[src/rtl/counter_pkg.sv]
// Shared constants and helpers for the modulo up/down counter.
package counter_pkg;

    localparam int unsigned WRAP = 0;
    localparam int unsigned SAT  = 1;

    // Smallest r with 2**r >= v; sizes the prescaler phase register.
    function automatic int unsigned clog2(input int unsigned v);
        int unsigned r;
        r = 0;
        while ((64'd1 << r) < 64'(v)) begin
            r = r + 1;
        end
        return r;
    endfunction

endpackage

[src/rtl/tick_prescaler.sv]
// Divides qualified enable cycles down to one tick every PRESCALE cycles.
module tick_prescaler
    import counter_pkg::*;
#(
    parameter int unsigned PRESCALE = 1
) (
    input  logic clk,
    input  logic reset_n,
    input  logic clr,
    input  logic en,
    output logic tick
);

    generate
        if (PRESCALE == 1) begin : g_direct
            // No phase to track: every qualified enable is a tick.
            logic unused_ports;
            assign unused_ports = &{1'b0, clk, reset_n};
            assign tick = en & ~clr;
        end else begin : g_count
            localparam int unsigned PW = clog2(PRESCALE);
            localparam logic [PW-1:0] LAST = PW'(PRESCALE - 1);

            logic [PW-1:0] phase;

            // Phase advances on enable, holds otherwise, restarts on clr.
            always_ff @(posedge clk or negedge reset_n) begin
                if (!reset_n) begin
                    phase <= '0;
                end else if (clr) begin
                    phase <= '0;
                end else if (en) begin
                    phase <= (phase == LAST) ? '0 : phase + PW'(1);
                end
            end

            assign tick = en & ~clr & (phase == LAST);
        end
    endgenerate

endmodule

[src/rtl/mod_up_down_counter.sv]
// Modulo-MOD up/down counter with clear, clamped load, prescaler,
// wrap/saturate limits and a registered terminal-count pulse.
module mod_up_down_counter
    import counter_pkg::*;
#(
    parameter int unsigned BITS     = 4,
    parameter int unsigned MOD      = 16,
    parameter int unsigned SATURATE = 0,
    parameter int unsigned PRESCALE = 1
) (
    input  logic            clk,
    input  logic            reset_n,
    input  logic            clear,
    input  logic            load,
    input  logic [BITS-1:0] D,
    input  logic            enable,
    input  logic            up,
    output logic [BITS-1:0] Q,
    output logic            at_max,
    output logic            at_min,
    output logic            tc
);

    localparam logic [BITS-1:0] MAX = BITS'(MOD - 1);

    generate
        if (MOD < 2) begin : g_bad_mod
            $error("mod_up_down_counter: MOD must be >= 2");
        end
        if (64'(MOD) > (64'd1 << BITS)) begin : g_bad_bits
            $error("mod_up_down_counter: MOD must fit in BITS");
        end
        if (PRESCALE < 1) begin : g_bad_pre
            $error("mod_up_down_counter: PRESCALE must be >= 1");
        end
    endgenerate

    logic [BITS-1:0] q_r, q_nxt;
    logic            tc_r, tc_nxt;
    logic            step;

    // clear and load both restart the prescaler phase.
    tick_prescaler #(
        .PRESCALE(PRESCALE)
    ) u_prescaler (
        .clk    (clk),
        .reset_n(reset_n),
        .clr    (clear | load),
        .en     (enable),
        .tick   (step)
    );

    always_ff @(posedge clk or negedge reset_n) begin
        if (!reset_n) begin
            q_r  <= '0;
            tc_r <= 1'b0;
        end else begin
            q_r  <= q_nxt;
            tc_r <= tc_nxt;
        end
    end

    // Priority clear > load > step > hold; tc flags a step taken at a limit.
    always_comb begin
        q_nxt  = q_r;
        tc_nxt = 1'b0;
        if (clear) begin
            q_nxt = '0;
        end else if (load) begin
            q_nxt = (D > MAX) ? MAX : D;
        end else if (step) begin
            if (up) begin
                if (q_r == MAX) begin
                    tc_nxt = 1'b1;
                    if (SATURATE == WRAP) begin
                        q_nxt = '0;
                    end
                end else begin
                    q_nxt = q_r + BITS'(1);
                end
            end else begin
                if (q_r == '0) begin
                    tc_nxt = 1'b1;
                    if (SATURATE == WRAP) begin
                        q_nxt = MAX;
                    end
                end else begin
                    q_nxt = q_r - BITS'(1);
                end
            end
        end
    end

    assign Q      = q_r;
    assign tc     = tc_r;
    assign at_max = (q_r == MAX);
    assign at_min = (q_r == '0);

endmodule

[config.mk]
export PLATFORM = sky130hd
export DESIGN_NAME = mod_up_down_counter
export DESIGN_NICKNAME = d
export VERILOG_FILES = /design/src/rtl/counter_pkg.sv /design/src/rtl/tick_prescaler.sv /design/src/rtl/mod_up_down_counter.sv
export SDC_FILE = /design/constraint.sdc
export NUM_CORES = 1
export LEC_CHECK = 0
export BUFFER_PORTS_ARGS = -buffer_cell sky130_fd_sc_hd__buf_2
export CAP_MARGIN = 20
export CORE_AREA = 2 2 39 41
export CTS_BUF_LIST = sky130_fd_sc_hd__clkbuf_2 sky130_fd_sc_hd__clkbuf_4 sky130_fd_sc_hd__clkbuf_8
export CTS_CLUSTER_DIAMETER = 200
export DETAILED_ROUTE_END_ITERATION = 7
export DIE_AREA = 0 0 41 43
export GPL_TIMING_DRIVEN = 1
export SLEW_MARGIN = 40
export SYNTH_ARGS = -nofsm -noshare
export SYNTH_HDL_FRONTEND = slang
export SYNTH_SLANG_ARGS = --single-unit
[constraint.sdc]
create_clock -name clk -period 1.51 [get_ports clk]
set_input_delay 0.302 -clock clk [delete_from_list [all_inputs] [get_ports clk]]
set_output_delay 0.302 -clock clk [all_outputs]
set_load 0.02 [all_outputs]
==> flow_metrics.py <==
metrics = {
    "status": {
        "run_status": "finished with violations",
        "violations": "negative setup slack",
    },
    "setup_path": {
        "worstPathArrival_ps": 1300,
        "worst-r2r-setup-slack_ps": 20,
        "critical_path_peak_fanout": 4,
        "critPathMostFrequentCell": "sky130_fd_sc_hd__nor2b_4",
        "criticalPathCategory": "reg -> out",
        "worstPathBufferInverterCount": 2,
        "timing.critical_path.required_ps": 1210,
        "path_depth": 5,
        "path_delay_family": "flip-flops",
        "worstPathCellList": "inv_2 -> ha_4 -> nor2b_4 -> nor2b_4 -> buf_6",
        "cp_slowest_cell": "sky130_fd_sc_hd__dfrtp_2",
        "critPathMaxStageDelay_ps": 420,
        "crit_path_end": "at_min",
        "worstSetupEndpointType": "output port",
        "timing.critical_path.from_type": "flop",
        "crit_start": "Q[1]$_DFFE_PN0P_",
        "critical_path.reg2reg.endpoint": "Q[2]$_DFFE_PN0P_",
        "r2r.worst_path.cells": 7,
        "r2r-start": "Q[1]$_DFFE_PN0P_",
    },
    "yosys": {
        "yosysUniqueCellTypes": 24,
        "synth.cells.most_frequent": "sky130_fd_sc_hd__dfrtp_1 (5), sky130_fd_sc_hd__nor2b_1 (5), sky130_fd_sc_hd__a21oi_1 (4), sky130_fd_sc_hd__nor2_1 (4)",
        "ys_seq_elements": 5,
        "synth_flop_cell": "sky130_fd_sc_hd__dfrtp_1",
        "postSynthNetCount": 61,
        "synthesis.area_um2": 415,
        "yosysWarnings": 0,
        "seq_area_frac_synth": 0.301,
        "synthesis.area_per_instance_um2": 8.65,
        "synth_area_leaders": "sky130_fd_sc_hd__dfrtp_1 (30%), sky130_fd_sc_hd__ha_1 (9.0%), sky130_fd_sc_hd__nor2b_1 (7.5%)",
        "synth_enable_flop_cells": 0,
        "synth_top_area_cell": "sky130_fd_sc_hd__dfrtp_1",
        "synthArstFlopShare": 1.00,
        "fraction_of_synthesized_cell_area_taken_by_the_top_area_cell_type": 0.301,
        "post_synth_inst_count": 48,
    },
    "power_and_ir_drop": {
        "power.leakage_nw": 0.318,
        "share_of_total_power_consumed_by_net_switching": 0.316,
        "vdd_ir_drop_max_uv": 581,
        "intPower_mw": 0.364,
        "power_frac_comb": 0.360,
        "seqPwrFrac": 0.298,
        "power-per-cell-area_nw_per_um2": 810,
        "totalPowerFinal_mw": 0.532,
        "clk_network_pwr_share": 0.342,
        "net-switching-power_mw": 0.168,
    },
    "clock_tree": {
        "cts-root-buf": "sky130_fd_sc_hd__clkbuf_4",
        "clkLatencyLatePin_ps": 250,
        "cts_made_buffers": 3,
        "tritoncts_num_sinks": 5,
        "cts_htree_levels": 1,
        "clock_transition_at_the_register_clock_pins_on_the_worst_setup_and_hold_paths_after_cts_ps": 50,
        "clock_path_buffers": 2,
        "cts_tree": "yes",
    },
    "sta": {
        "timing.setup.tns_ps": -175,
        "number_of_endpoints_failing_setup_at_the_final_stage": 2,
        "clock.fmax_mhz": 622,
        "grt_setup_unrepaired": "yes",
        "fin_crit_sh": 1.06,
        "report.final.slew_viol_count": 0,
        "finalCriticalPeriod_ps": 1610,
        "tightestPinTransition_ps": 315,
        "worst_slew_margin_rel": 0.790,
        "clock_skew_ps": 5.50,
        "postLayoutSetupSlackWorst_ps": -96.9,
        "hold_viol_final": 0,
    },
    "global_routing": {
        "global_route.usage.met3": 0.0785,
        "grt_pass1_vias": 443,
        "globalRouteTotalUtil": 0.166,
        "grt_antenna_before_repair": 0,
        "grt_util_met2": 0.269,
        "grt_first_pass_wirelength_um": 1890,
        "grt-ovfl-total": 0,
        "grt_max_degree": 10,
        "grt-busiest-layer": "met2",
        "met1_track_utilization_from_global_routing": 0.179,
    },
    "finish": {
        "nets": 88,
        "proportion_of_layout_cells_with_a_drive_suffix_above_1": 0.527,
        "fillerInstances": 140,
        "antenna-diode-count": 0,
        "finalCoreUtilization": 0.475,
        "area_growth_syn_to_layout_pct": 58.1,
    },
    "floorplan": {
        "die_area_um2": 1760,
        "placementRows": 14,
        "design.core.area_um2": 1380,
        "floorplan.io_pins": 17,
        "die_w_um": 41,
        "floorplan.initialDensity": 0.300,
        "die_span_y_um": 43,
    },
    "placement": {
        "port_buffers": 16,
        "gp_routability_congestion": 0.671,
        "place_hpwl_um": 829,
    },
    "drt": {
        "viasPerCell": 5.11,
        "drtAntennaViolNets": 0,
        "totalWireLength_um": 1230,
        "detailedRoute.firstIterationViolations": 6,
        "dr_total_vias": 460,
        "route.detailed.drc": 0,
        "dr.pass1.iters": 5,
        "detail_route.wl_per_cell_um": 13.7,
    },
    "worst_hold_path": {
        "hold_path.class": "in -> reg",
    },
    "run": {
        "max_cap_viol_count": 0,
    },
}
power groups by stage:
stage	logic (mW)	registers (mW)	clock network (mW)
final	0.191	0.159	0.182
after floorplan	0.0833	0.170	0
after CTS	0.179	0.158	0.189
after global routing	0.207	0.161	0.206
after global placement	0.135	0.161	0
after detailed placement	0.137	0.162	0
state kept, by name, indices dropped and copies added (netlist names):
signal	cells
Q	4
tc	1
layer usage:
layer	routed length, um	vias to the layer above
met3	112	2
met5	0	-
met1	469	207
met2	646	29
met4	5	0
li1	-	222
cells by family after synthesis:
family | share of synthesized area
adders and majority gates | 0.0904
muxes | 0.0753
DFF | 0.301
buffers and inverters | 0.0482
xor gates and xnor gates | 0.0422
and+or+nand+nor | 0.205
AOI/OAI and AO/OA | 0.238
worst register-to-register path: stages, from the launching register on:
cell and delay (ps):
sky130_fd_sc_hd__dfrtp_2 390, sky130_fd_sc_hd__inv_2 60, sky130_fd_sc_hd__buf_4 140, sky130_fd_sc_hd__ha_4 150, sky130_fd_sc_hd__mux2_2 250, sky130_fd_sc_hd__a31oi_1 160, sky130_fd_sc_hd__o21ai_1 100, sky130_fd_sc_hd__a21oi_1 170
repair_timing:
item                                    CTS  global route
gates resized for setup                   7             3
pin swaps                                 0             2
endpoints found under the setup margin    2             3
hold buffers                              1             0
hold endpoints to repair                  5             0
gates cloned                              0             0
buffers inserted                          6             1
cell type report:
type | instances | area (um^2) | area share
multi-input combinational | 38 | 315 | 0.480
timing repair buffer | 25 | 156 | 0.238
sequential | 5 | 128 | 0.194
clock buffer | 4 | 30.0 | 0.0457
tap | 16 | 20.0 | 0.0305
inverter | 2 | 7.51 | 0.0114
worst min-delay path by stage:
stage	start	end	slack [ps]	cells after the start
finish	clear	Q[3]$_DFFE_PN0P_	290	2
global route	clear	Q[3]$_DFFE_PN0P_	270	2
CTS	clear	Q[3]$_DFFE_PN0P_	270	2
detailed placement	reset_n	Q[3]$_DFFE_PN0P_	130	1
global placement	reset_n	Q[3]$_DFFE_PN0P_	120	1
floorplan	reset_n	Q[0]$_DFFE_PN0P_	6	0
cell usage in the layout (no fill, tap or decap), types with 2 or more instances in the layout:
master,instances
sky130_fd_sc_hd__buf_4,8
sky130_fd_sc_hd__mux2i_1,2
sky130_fd_sc_hd__nor2b_1,3
sky130_fd_sc_hd__xnor2_1,2
sky130_fd_sc_hd__nor2_1,4
sky130_fd_sc_hd__nor2b_4,2
sky130_fd_sc_hd__inv_2,2
sky130_fd_sc_hd__nand2_1,3
sky130_fd_sc_hd__dfrtp_1,3
sky130_fd_sc_hd__dfrtp_2,2
sky130_fd_sc_hd__buf_2,15
sky130_fd_sc_hd__a21oi_1,4
sky130_fd_sc_hd__o21ai_0,3
sky130_fd_sc_hd__clkbuf_4,4
sky130_fd_sc_hd__ha_4,2
per-stage QoR:
stage | hold WS, ps | instances | setup slack, ps | area, um^2
CTS | 271 | 89 | -87.2 | 632
detailed placement | 131 | 78 | 10.5 | 520
global placement | 122 | 78 | 47.0 | 520
global route | 275 | 90 | -153 | 657
floorplan | 6.41 | 48 | 83.6 | 425
finish | 291 | 90 | -96.9 | 657
Note: power is estimated with default switching activity, not from simulation.
